## src/rtl/alu_exec_unit_if.sv

```systemverilog
// Request/response bundle between the datapath sequencer (master) and the ALU execution unit (slave).
interface alu_exec_unit_if;
    logic        in_valid;
    logic        in_ready;
    logic [15:0] r1;
    logic [15:0] r2;
    logic [7:0]  opcode;
    logic        out_valid;
    logic        out_ready;
    logic [15:0] rout;
    logic        out_wb;
    logic        op_err;
    logic [4:0]  psr;

    modport master (
        output in_valid, r1, r2, opcode, out_ready,
        input  in_ready, out_valid, rout, out_wb, op_err, psr
    );

    modport slave (
        input  in_valid, r1, r2, opcode, out_ready,
        output in_ready, out_valid, rout, out_wb, op_err, psr
    );
endinterface

```

## src/rtl/alu_exec_unit.sv

```systemverilog
// ALU execution unit: single-cycle ops respond at the acceptance edge, MUL 16 edges later (shift-add).
// Response is held until out_ready; a new request is taken in the same cycle the held response drains.
module alu_exec_unit (
    input  logic          clock,
    input  logic          reset_n,
    alu_exec_unit_if.slave bus
);
    typedef enum logic [1:0] {ST_IDLE, ST_MUL, ST_DONE} state_t;
    typedef struct packed { logic n; logic z; logic f; logic l; logic c; } psr_t;

    localparam logic [7:0] OP_AND  = 8'h01;
    localparam logic [7:0] OP_OR   = 8'h02;
    localparam logic [7:0] OP_XOR  = 8'h03;
    localparam logic [7:0] OP_ADD  = 8'h05;
    localparam logic [7:0] OP_ADDU = 8'h06;
    localparam logic [7:0] OP_ADDC = 8'h07;
    localparam logic [7:0] OP_SUB  = 8'h09;
    localparam logic [7:0] OP_SUBC = 8'h0A;
    localparam logic [7:0] OP_CMP  = 8'h0B;
    localparam logic [7:0] OP_MUL  = 8'h0E;
    localparam logic [7:0] OP_LSH  = 8'h84;
    localparam logic [7:0] OP_ASHU = 8'h86;

    state_t      r_state;
    logic        r_vld;
    logic [3:0]  r_cnt;
    logic [15:0] r_acc;
    logic [15:0] r_mcand;
    logic [15:0] r_mplier;
    logic [15:0] r_rout;
    logic        r_wb;
    logic        r_err;
    psr_t        r_psr;

    logic        w_accept;
    logic        w_cin;
    logic [16:0] w_sum;
    logic [16:0] w_diff;
    logic        w_shneg;
    logic [4:0]  w_shamt;
    logic [15:0] w_res;
    logic        w_wb;
    logic        w_err;
    psr_t        w_psr;
    logic [15:0] w_acc_nxt;

    assign bus.in_ready  = (r_state == ST_IDLE) || ((r_state == ST_DONE) && bus.out_ready);
    assign w_accept      = bus.in_valid && bus.in_ready;
    assign bus.out_valid = r_vld;
    assign bus.rout      = r_rout;
    assign bus.out_wb    = r_wb;
    assign bus.op_err    = r_err;
    assign bus.psr       = r_psr;

    assign w_acc_nxt = r_mplier[0] ? (r_acc + r_mcand) : r_acc;

    always_comb begin
        w_cin   = ((bus.opcode == OP_ADDC) || (bus.opcode == OP_SUBC)) ? r_psr.c : 1'b0;
        w_sum   = {1'b0, bus.r1} + {1'b0, bus.r2} + {16'd0, w_cin};
        w_diff  = {1'b0, bus.r1} - {1'b0, bus.r2} - {16'd0, w_cin};
        // r2[4:0] is a signed amount; magnitude 16 is reachable only as a right shift
        w_shneg = bus.r2[4];
        w_shamt = w_shneg ? (~bus.r2[4:0] + 5'd1) : bus.r2[4:0];
        w_res   = r_rout;
        w_wb    = 1'b1;
        w_err   = 1'b0;
        w_psr   = r_psr;
        case (bus.opcode)
            OP_ADD, OP_ADDC: begin
                w_res   = w_sum[15:0];
                w_psr.c = w_sum[16];
                w_psr.f = (bus.r1[15] == bus.r2[15]) && (w_sum[15] != bus.r1[15]);
            end
            OP_ADDU: w_res = w_sum[15:0];
            OP_SUB, OP_SUBC: begin
                w_res   = w_diff[15:0];
                w_psr.c = w_diff[16];
                w_psr.f = (bus.r1[15] != bus.r2[15]) && (w_diff[15] != bus.r1[15]);
            end
            OP_CMP: begin
                w_wb    = 1'b0;
                w_psr.z = (bus.r1 == bus.r2);
                w_psr.l = (bus.r1 < bus.r2);
                w_psr.n = ($signed(bus.r1) < $signed(bus.r2));
            end
            OP_AND:  w_res = bus.r1 & bus.r2;
            OP_OR:   w_res = bus.r1 | bus.r2;
            OP_XOR:  w_res = bus.r1 ^ bus.r2;
            OP_MUL:  w_res = r_rout;
            OP_LSH:  w_res = w_shneg ? (bus.r1 >> w_shamt) : (bus.r1 << w_shamt);
            OP_ASHU: w_res = w_shneg ? $unsigned($signed(bus.r1) >>> w_shamt) : (bus.r1 << w_shamt);
            default: begin
                w_res = 16'd0;
                w_wb  = 1'b0;
                w_err = 1'b1;
            end
        endcase
    end

    always_ff @(posedge clock or negedge reset_n) begin
        if (!reset_n) begin
            r_state  <= ST_IDLE;
            r_vld    <= 1'b0;
            r_cnt    <= 4'd0;
            r_acc    <= 16'd0;
            r_mcand  <= 16'd0;
            r_mplier <= 16'd0;
            r_rout   <= 16'd0;
            r_wb     <= 1'b0;
            r_err    <= 1'b0;
            r_psr    <= '0;
        end else begin
            case (r_state)
                ST_MUL: begin
                    r_acc    <= w_acc_nxt;
                    r_mcand  <= r_mcand << 1;
                    r_mplier <= r_mplier >> 1;
                    r_cnt    <= r_cnt + 4'd1;
                    if (r_cnt == 4'd15) begin
                        r_rout  <= w_acc_nxt;
                        r_state <= ST_DONE;
                        r_vld   <= 1'b1;
                    end
                end
                ST_DONE: begin
                    if (bus.out_ready && !w_accept) begin
                        r_state <= ST_IDLE;
                        r_vld   <= 1'b0;
                    end
                end
                default: ;
            endcase
            // Acceptance overrides the DONE->IDLE drain so back-to-back ops have no bubble
            if (w_accept) begin
                r_wb  <= w_wb;
                r_err <= w_err;
                r_psr <= w_psr;
                if (bus.opcode == OP_MUL) begin
                    r_state  <= ST_MUL;
                    r_vld    <= 1'b0;
                    r_cnt    <= 4'd0;
                    r_acc    <= 16'd0;
                    r_mcand  <= bus.r1;
                    r_mplier <= bus.r2;
                end else begin
                    r_rout  <= w_res;
                    r_state <= ST_DONE;
                    r_vld   <= 1'b1;
                end
            end
        end
    end
endmodule

```

## src/flat_wrapper.sv

```systemverilog
// flat-port wrapper written by rule: the top's interface ports become plain ports
module alu_exec_unit_flat 
  (clock, reset_n, bus_in_valid, bus_r1, bus_r2, bus_opcode, bus_out_ready, bus_in_ready, bus_out_valid, bus_rout, bus_out_wb, bus_op_err, bus_psr);
  alu_exec_unit_if bus_i ();
  input  logic clock;
  input  logic reset_n;
  input wire logic [$bits(bus_i.in_valid)-1:0] bus_in_valid;
  input wire logic [$bits(bus_i.r1)-1:0] bus_r1;
  input wire logic [$bits(bus_i.r2)-1:0] bus_r2;
  input wire logic [$bits(bus_i.opcode)-1:0] bus_opcode;
  input wire logic [$bits(bus_i.out_ready)-1:0] bus_out_ready;
  output wire logic [$bits(bus_i.in_ready)-1:0] bus_in_ready;
  output wire logic [$bits(bus_i.out_valid)-1:0] bus_out_valid;
  output wire logic [$bits(bus_i.rout)-1:0] bus_rout;
  output wire logic [$bits(bus_i.out_wb)-1:0] bus_out_wb;
  output wire logic [$bits(bus_i.op_err)-1:0] bus_op_err;
  output wire logic [$bits(bus_i.psr)-1:0] bus_psr;
  assign bus_i.in_valid = bus_in_valid;
  assign bus_i.r1 = bus_r1;
  assign bus_i.r2 = bus_r2;
  assign bus_i.opcode = bus_opcode;
  assign bus_i.out_ready = bus_out_ready;
  assign bus_in_ready = bus_i.in_ready;
  assign bus_out_valid = bus_i.out_valid;
  assign bus_rout = bus_i.rout;
  assign bus_out_wb = bus_i.out_wb;
  assign bus_op_err = bus_i.op_err;
  assign bus_psr = bus_i.psr;
  alu_exec_unit u_core (.clock(clock), .reset_n(reset_n), .bus(bus_i));
endmodule
```

## config.mk

```make
export PLATFORM = sky130hd
export DESIGN_NAME = alu_exec_unit_flat
export DESIGN_NICKNAME = d
export VERILOG_FILES = /design/src/rtl/alu_exec_unit_if.sv /design/src/rtl/alu_exec_unit.sv /design/src/flat_wrapper.sv
export SDC_FILE = /design/constraint.sdc
export NUM_CORES = 1
export LEC_CHECK = 0
export CAP_MARGIN = 40
export CORE_ASPECT_RATIO = 0.7
export CORE_MARGIN = 2
export CORE_UTILIZATION = 60
export CTS_BUF_LIST = sky130_fd_sc_hd__clkbuf_4
export DETAILED_ROUTE_END_ITERATION = 7
export DONT_BUFFER_PORTS = 1
export PLACE_DENSITY = 0.79
export SETUP_SLACK_MARGIN = 0.5
export SLEW_MARGIN = 20
export SYNTH_ARGS = -nofsm -noshare
export SYNTH_HDL_FRONTEND = slang
export SYNTH_SLANG_ARGS = --single-unit
```

## constraint.sdc

```tcl
create_clock -name clock -period 5 [get_ports clock]
set_clock_uncertainty 0.05 [all_clocks]
set_input_delay 1.25 -clock clock [delete_from_list [all_inputs] [get_ports clock]]
set_output_delay 1.25 -clock clock [all_outputs]
set_load 0.005 [all_outputs]
```

==> run metrics, run 1 <==
Worst R2R End u_core.bus.psr[0]; postcts setup bufs 0; area of the mapped netlist slightly above 9000 µm²; worst vdd ir around 0.15 mV; Area contributors post-synth dfrtp_1 (21%), ha_1 (13%), mux2i_1 (7.2%); RSZ-0062 raised after global routing no; Vias/cell approximately 7; Max Slew Vio Count 0; NetSw ~1.0 mW; Yosys top cell area share 0.2073; Slew headroom 0.4250; worst-path maximum fanout 3; overall power 2.351 mW; Final ANT Viol Nets 0; Filler cells between 1000 and 1500; Yosys warning count 0; Syn Inst Count between 1000 and 1500; final hold violation count 0; Seq pwr share 0.346; H-tree depth 3; core area about 15000 µm²; CTS Buf Count 9; CTS sink count 77; Initial Utilization 0.6071; IO Count 69; drt pass-1 iters 8; Worst Reg-to-Reg Cells 12; TritonCTS clock tree built; Worst Path Class, Setup in -> reg; setup violators final 0; clk_lat worst skew slightly above 500 ps; Synth-to-Final Area Change 3.554%; drt total wl 33090 µm; Yosys top cell by area dfrtp_1; DP HPWL roughly 25000 µm; DRC viols 0; initial antenna violation count 1; Clock Path Buffers 2; #FFs+latches synth a little under 80; sequential cell area approximately 1900 µm²; Sw Share 0.4437; Die Span Y about 110 µm; Crit-path slowest cell fa_1; Cell Pwr Density ~240 nW/µm²; initial drt markers roughly 1200; vias in the first global route between 8000 and 9000; leakage power figure 3.920 nW; final worst-path cycle share 0.8571; setup slack, reg-to-reg between 1000 and 1500 ps; Peak Freq approximately 230 MHz; outcome completed; Placer Congestion ~1; Reg-to-Reg Start u_core.bus.psr[0]; Synth Net Count 1334; worst path cell trace nor4_2, nand4_1, fa_1, fa_1, o21a_1, nor2_1, o21ai_0, a41oi_1, a211o_1, a32oi_1, xor2_1, a22oi_1, mux2_2; most frequent cells in the layout nand2_1 (133), o21ai_0 (113), nor2_1 (111); Comb pwr share 0.480; Mean Syn Cell Area 7.837 µm²; most common cell after layout, fill and taps aside nand2_1; Hold WC Path Type in -> async; All-Layer GR Usage 0.4021; number of synthesized flops with an enable pin 0; clock-pin slew on the worst setup and hold paths about 180 ps; critical path startpoint category input port; I/O Buffers 0; GRT overflow 0; multi-input logic area between 6000 and 7000 µm²; Internal around 1.3 mW; register area share after synthesis 0.2073; Tmin final 4286 ps; synth unique cells 74; fin nets 1303; setup TNS 0 ps; Vias between 9000 and 10000; die width approximately 150 µm; hold_buf cts 0; maxcap violations 0; Avg WL per Cell about 24 µm; cell mode on critical path fa_1; first-pass GRT wire length a little over 50000 µm; ys flop type dfrtp_1; actual slew at the worst max-slew pin 851.7 ps; ys async rst share 1.000; arrival time worst endpoint approximately 4700 ps; FP Rows 38; root buf cell clkbuf_4; largest net degree at the start of global routing 78; Largest stage delay, worst path ~500 ps; power share of the clock group 0.174; crit end category flop; Critical Path RT 5370 ps; die area approximately 17000 µm²; share of layout cells above drive strength 1 0.07845
## Yosys cell counts (6+ instances only)
cell / n
and3_1: 8
xnor2_1: 28
o211ai_1: 10
o221ai_1: 6
mux2_2: 19
dfrtp_1: 77
o311ai_0: 6
nor2b_1: 10
nand3_1: 21
o21a_1: 6
nand4_1: 10
xor2_1: 14
nand2b_1: 15
buf_1: 7
a21o_1: 9
mux4_2: 14
nor3_1: 21
a211oi_1: 16
mux2i_1: 67
clkbuf_1: 48
nor2_1: 112
o21ai_0: 113
and2_1: 8
or3_1: 12
a21oi_1: 86
nand2_1: 133
o21bai_1: 11
o31ai_1: 9
inv_1: 65
buf_2: 11
a22oi_1: 6
a31oi_1: 20
o22ai_1: 8
a221oi_1: 7
ha_1: 99
## power by group through the flow
| stage | registers (mW) | logic (mW) | clock network (mW) |
|---|---|---|---|
| 3_5_place_dp | 0.825 | 1.09 | 0 |
| 5_1_grt | 0.823 | 1.24 | 0.433 |
| 4_1_cts | 0.812 | 1.10 | 0.409 |
| 6_report | 0.813 | 1.13 | 0.409 |
| 2_1_floorplan | 0.791 | 0.876 | 0 |
| 3_3_place_gp | 0.823 | 1.08 | 0 |
## layout make-up
type / count / area share
Sequential cell: 77 / 0.2002
Clock buffer: 9 / 0.007019
Antenna cell: 3 / 0.0007799
Timing Repair Buffer: 25 / 0.01950
Inverter: 67 / 0.02613
Clock inverter: 7 / 0.006629
Tap cell: 200 / 0.02600
Multi-Input combinational cell: 975 / 0.7138
## registers in the layout (all words and copies together), names as in the netlist, 4 cells and up
signal and cells:
u_core.bus.psr 5, u_core.r_mplier 16, u_core.r_cnt 4, u_core.r_acc 16
u_core.r_mcand 16, u_core.bus.rout 16
## per-layer routing
metal  GRT usage  up-vias  part of all wire
met5           0        -                 0
li1            -     4239                 -
met1      0.5750     4396              0.44
met4      0.1230        0             0.036
met3      0.1214      105              0.12
met2      0.5833      548              0.41
## repair_timing
action	in CTS	in global routing
resized for setup	0	1
setup endpoints to repair	0	1
endpoints found under the hold margin	0	0
## kinds of logic after synthesis
| kind of cell | share of synthesized area |
|---|---|
| flip-flops | 0.2073 |
| AND/OR/NAND/NOR | 0.1784 |
| adder cells (fa/ha/maj) | 0.1440 |
| multiplexers | 0.1331 |
| buffers and inverters | 0.05640 |
| AO/OA/AOI/OAI | 0.2412 |
| XOR/XNOR | 0.03958 |
## per-stage QoR
step                area [µm²]    util  std cells  worst slack (ps)  hold slack [ps]
CTS                       9612  0.6278       1360             750.8            348.6
detailed placement        9480  0.6192       1344             217.0            450.4
finish                    9625  0.6287       1363             714.3            352.5
global route              9625  0.6287       1363             552.0            333.7
floorplan                 9313       -       1186             527.4            422.6
global placement          9480  0.6192       1344             243.7            442.7
## worst max path at each step
stage / startpoint / endpoint / slack, ps
after floorplan: bus_opcode[0] / u_core.bus.psr[0] / 530
after global placement: bus_opcode[5] / u_core.bus.rout[15] / 240
after detailed placement: bus_opcode[5] / u_core.bus.rout[13] / 220
after CTS: bus_opcode[5] / u_core.bus.rout[15] / 750
after global routing: bus_opcode[5] / u_core.bus.psr[0] / 550
final: bus_opcode[5] / u_core.bus.psr[0] / 710
## worst max-delay path: cells and delay by family
family / cells / cell delay [ps]
compound gates: 6 / 1200
xor+xnor: 1 / 160
fa+ha+maj: 2 / 940
mux: 1 / 270
simple gates: 3 / 820
No activity file was read; power rests on OpenSTA's default activity.
==> run 2, diff against run 1 <==
--- a/config.mk
+++ b/config.mk
@@ -5,9 +5,9 @@
 export SDC_FILE = /design/constraint.sdc
 export NUM_CORES = 1
 export LEC_CHECK = 0
+export ABC_AREA = 1
 export CAP_MARGIN = 40
 export CORE_ASPECT_RATIO = 0.7
-export CORE_MARGIN = 2
 export CORE_UTILIZATION = 60
 export CTS_BUF_LIST = sky130_fd_sc_hd__clkbuf_4
 export DETAILED_ROUTE_END_ITERATION = 7
==> run 2 against run 1 <==
Effect of this change:
- combinational power increased by 59%
- sequential share of layout area is 0.41 points lower
- sequential power grew 23%
- routed wire length rose by 5.1%
- die area is essentially flat
- critical path type unchanged
- critical endpoint is now u_core.bus.rout[6]
==> run metrics, run 2 <==
Peak Freq 232.0 MHz; DP Area just under 10000 µm²; root buf cell clkbuf_4; drt pass-1 iters 6; Commonest cells post-synth nand2_1 (460), nor2_1 (156), inv_1 (133), nand3_1 (133), a21oi_1 (101); leakage power figure approximately 5.0 nW; H-tree depth 3; Mean Syn Cell Area 6.192 µm²; first-pass GRT wire length approximately 53000 µm; Vias/cell roughly 6.2; most frequent cells in the layout nand2_1 (460), nor2_1 (154), inv_1 (133), nand3_1 (133), a21oi_1 (101); arrival time worst endpoint 4610 ps; Synth-to-Final Area Change 2.452%; Max Slew Vio Count 0; outcome completed; postcts setup bufs 0; CTS Buf Count 9; IO Count 69; hold_buf cts 0; DRC viols 0; Yosys warning count 0; register area share after synthesis 0.2009; area of the mapped netlist 9592 µm²; die width ~150 µm; maxcap violations 0; setup TNS 0 ps; post-route design area 9827 µm²; actual slew at the worst max-slew pin 884.2 ps; All-Layer GR Usage 0.4199; number of synthesized flops with an enable pin 0; vias in the first global route 9444; fin nets about 1700; Initial Utilization 0.6169; FP Rows 38; Syn Inst Count between 1500 and 2000; count leader, synth nand2_1; Final ANT Viol Nets 0; largest net degree at the start of global routing 78; post-cts sizing count 0; Slew headroom 0.4089; final hold violation count 0; worst-path maximum fanout 8; Yosys top cell area share 0.2009; synth unique cells 53; clock-pin slew on the worst setup and hold paths around 150 ps; initial drt markers 1544; Synth Net Count roughly 1700; worst vdd ir roughly 0.26 mV; CTS sink count between 70 and 80; ys async rst share 1.000; Clock Path Buffers 2; RSZ-0062 raised after global routing no; core area around 16000 µm²; ys flop type dfrtp_1; crit end category flop; Area contributors post-synth dfrtp_1 (20%), nand2_1 (18%), ha_1 (13%); Yosys top cell by area dfrtp_1; TritonCTS clock tree built; GRT overflow 0; Worst Path Class, Setup in -> reg; Tmin final around 4300 ps; Vias roughly 11000; setup violators final 0; critical path startpoint category input port; Die Span Y between 100 and 150 µm; DP HPWL 27120 µm; Cell Pwr Density roughly 340 nW/µm²; share of layout cells above drive strength 1 0.05599; I/O Buffers 0; Critical Path RT about 5300 ps; Avg WL per Cell 20.22 µm; Hold WC Path Type in -> async; drt total wl ~35000 µm; #FFs+latches synth between 70 and 80; clk_lat worst skew 470 ps; final worst-path cycle share 0.8620; initial antenna violation count 2; Final Util 0.6321; die area approximately 17000 µm²; Placer Congestion around 1.0; most common cell after layout, fill and taps aside nand2_1
[run 2: cell count changes in the layout (fill, tap and decap cells not counted), sizes merged, moves of 13 or more]
cell    change
nand2b     -15
inv        +87
mux4       -14
mux2       -20
nand2     +332
a211oi     -13
a31oi      +14
nand3     +113
mux2i      -68
xnor2      -21
nor2       +53
a21oi      +16
[run 2: layer usage]
metal | vias to the layer above | part of all wire | GRT usage
li1 | 5067 | - | -
met1 | 4876 | 0.43 | 0.5931
met2 | 711 | 0.39 | 0.5874
met3 | 84 | 0.14 | 0.1389
met4 | 0 | 0.035 | 0.1479
met5 | - | 0 | 0
[run 2: kinds of logic after synthesis]
group / synth area share
buffers and inverters: 0.09405
AOI/OAI and AO/OA: 0.1938
xor gates and xnor gates: 0.01278
and+or+nand+nor: 0.3589
adders and majority gates: 0.1396
DFF: 0.2009
[run 2: worst paths after layout]
kind / from / slack [ps] / endpoint / cells after the start
worst max-delay path: bus_opcode[5] / 690 / u_core.bus.rout[6] / 24
worst min register to register: u_core.bus.op_err / 500 / u_core.bus.op_err / 2
min in group clock: u_core.bus.op_err / 500 / u_core.bus.op_err / 2
worst max register to register: u_core.bus.psr[0] / 1820 / u_core.bus.rout[6] / 17
worst min-delay path: reset_n / 390 / u_core.r_cnt[0] / 0
max in group asynchronous: reset_n / 4330 / u_core.r_mcand[10] / 0
[run 2: stage by stage]
step                setup slack [ps]  hold WS (ps)  total power, mW  instances
floorplan                      814.2         419.9            2.335       1549
global placement               309.9         462.5            2.679       1702
detailed placement             234.5         472.1            2.745       1702
CTS                            725.3         379.2            3.243       1717
global route                   487.0         371.4            3.542       1719
finish                         690.2         393.0            3.304       1719
[run 2: final cells by class]
class	count	area [µm²]
Antenna cell	1	2.502
Clock buffer	9	67.56
Clock inverter	6	111.4
Fill cell	1541	5720
Inverter	158	593.1
Multi-Input combinational cell	1255	6770
Sequential cell	77	1927
Tap cell	200	250.2
Timing Repair Buffer	13	105.1
[run 2: worst max-delay path, cell delays in order]
cell and delay [ps]:
nor2_1 100, nand2_2 120, nor2_8 170, inv_2 80
nor2_2 140, inv_1 60, o22ai_1 110, inv_1 90
nor2_1 90, buf_4 140, inv_1 50, fa_1 400
fa_1 430, nor2_2 180, o21ai_1 130, inv_1 120
o21ai_1 90, or2_2 290, nand3_1 90, nand3_1 90
nor2_2 150, nand3_1 100, nand2_1 60, nand2_1 50
[run 2: power breakdown]
part	total (mW)	switching, mW	leakage, nW	internal, mW
Clock	0.502	0.251	0.0924	0.251
Sequential	1.00	0.184	0.907	0.816
Combinational	1.80	1.15	3.98	0.656
Total	3.30	1.58	4.98	1.72
==> run 3, diff against run 2 <==
--- a/config.mk
+++ b/config.mk
@@ -8,11 +8,11 @@
 export ABC_AREA = 1
 export CAP_MARGIN = 40
 export CORE_ASPECT_RATIO = 0.7
-export CORE_UTILIZATION = 60
+export CORE_UTILIZATION = 40
 export CTS_BUF_LIST = sky130_fd_sc_hd__clkbuf_4
 export DETAILED_ROUTE_END_ITERATION = 7
 export DONT_BUFFER_PORTS = 1
-export PLACE_DENSITY = 0.79
+export PLACE_DENSITY = 0.57
 export SETUP_SLACK_MARGIN = 0.5
 export SLEW_MARGIN = 20
 export SYNTH_ARGS = -nofsm -noshare
==> run 3 against run 2 <==
Effect of this change:
- combinational power is 3% lower
- clock-buffer cell count is the same
- clock power increased by 11%
- routed wire length up 4.8%
- first-iteration DRC count is 14% lower
- final area grew 1.7%
- critical path type unchanged
==> run metrics, run 3 (synthesis results as in run 2) <==
outcome completed; H-tree depth 3; Final ANT Viol Nets 0; Largest stage delay, worst path between 400 and 500 ps; drt total wl 36440 µm; Vias/cell between 5 and 6; worst path cell trace nor2_1, nand2_2, nor2_8, inv_2, nor2_2, inv_1, o22ai_1, inv_1, nor2_2, inv_1, fa_1, fa_1, nor2_1, o21ai_1, inv_1, o21ai_1, or2_2, nand3_1, nand3_1, nor2_1, nand3_1, nand2_1, nand2_1; post-route design area roughly 10000 µm²; Synth-to-Final Area Change 4.148%; most common cell after layout, fill and taps aside nand2_1; Slew headroom 0.4950; CTS sink count 77; worst vdd ir 0.1916 mV; DP HPWL roughly 29000 µm; worst-path maximum fanout 8; vias in the first global route slightly above 9000; clk_lat worst skew roughly 480 ps; initial drt markers around 1300; cell mode on critical path inv_1; CTS Buf Count 9; Met2 Wirelength between 10000 and 15000 µm; Initial Utilization 0.4067; DRC viols 0; core area 23580 µm²; Placer Congestion ~0.96; Hold WC Path Type in -> async; first-pass GRT wire length 55880 µm; Crit-path slowest cell fa_1; leakage power figure between 4 and 5 nW; initial antenna violation count 1; CP Buf/Inv Count 5; Worst path top cell family by delay simple AND/OR/NAND/NOR gates; arrival time worst endpoint roughly 4600 ps; DP Area approximately 10000 µm²; Clock Path Buffers 2; setup violators final 0; Final Util 0.4236; most frequent cells in the layout nand2_1 (460), nor2_1 (155), inv_1 (133), nand3_1 (133), a21oi_1 (101); Avg WL per Cell between 15 and 20 µm; postcts setup bufs 0; clock-pin slew on the worst setup and hold paths 160 ps; fin nets roughly 1700; All-Layer GR Usage 0.2964; FP Rows 47; die width 187.1 µm; root buf cell clkbuf_4; largest net degree at the start of global routing roughly 80; met3 wire length approximately 4000 µm; Vias around 10000; Max Slew Vio Count 0; metal1 wirelength between 15000 and 20000 µm; final hold violation count 0; share of layout cells above drive strength 1 0.05534; die area approximately 25000 µm²; DR top layer met4; crit end category flop; actual slew at the worst max-slew pin about 760 ps; RSZ-0062 raised after global routing no; critical path startpoint category input port; maxcap violations 0; GRT overflow 0; final worst-path cycle share 0.8575; Cell Pwr Density about 330 nW/µm²; Die Span Y roughly 130 µm; TritonCTS clock tree built; hold_buf cts 0; setup TNS 0 ps; post-cts sizing count 0; I/O Buffers 0; Critical Path RT roughly 5300 ps; Peak Freq about 230 MHz; Tmin final 4287 ps; Worst Path Class, Setup in -> reg; drt pass-1 iters 6; IO Count 69
==> run 3: area by class of cell <==
class	count	area, µm²
multi-input combinational	1255	6768
timing repair buffer	13	97.59
antenna	1	2.502
fill	2559	13590
clock buffer	9	67.56
sequential	77	1927
clock inverter	6	136.4
inverter	158	593.1
tap	318	397.9
==> run 3: path summary, 6_finish.rpt <==
| check | from | endpoint | slack, ps | cells after the start |
|---|---|---|---|---|
| max in group asynchronous | reset_n | u_core.r_mplier[13] | 4320 | 0 |
| max | bus_opcode[5] | u_core.bus.rout[6] | 710 | 23 |
| min | reset_n | u_core.bus.rout[5] | 400 | 0 |
| max reg2reg | u_core.bus.psr[0] | u_core.bus.rout[6] | 1710 | 16 |
| min in group clock | u_core.bus.op_err | u_core.bus.op_err | 490 | 2 |
| min reg2reg | u_core.bus.op_err | u_core.bus.op_err | 490 | 2 |
==> run 3: power by group <==
part           switching (mW)  internal (mW)  total [mW]
clock                   0.254          0.301       0.555
sequential              0.200          0.816        1.02
combinational            1.09          0.649        1.74
total                    1.55           1.77        3.31
==> run 3: per-stage QoR <==
stage / hold WS [ps] / total power [mW] / worst slack, ps / cells
detailed placement: 466.5 / 2.731 / 199.9 / 1821
floorplan: 419.9 / 2.335 / 814.2 / 1549
finish: 396.9 / 3.315 / 712.7 / 1837
CTS: 365.7 / 3.292 / 732.8 / 1836
global placement: 455.6 / 2.720 / 280.6 / 1821
global route: 350.4 / 3.626 / 510.2 / 1837
==> run 3: metal layers <==
layer	up-vias	track usage
met5	-	0
met4	0	0.07468
met3	47	0.07692
met2	499	0.3887
met1	4850	0.4633
li1	5065	-
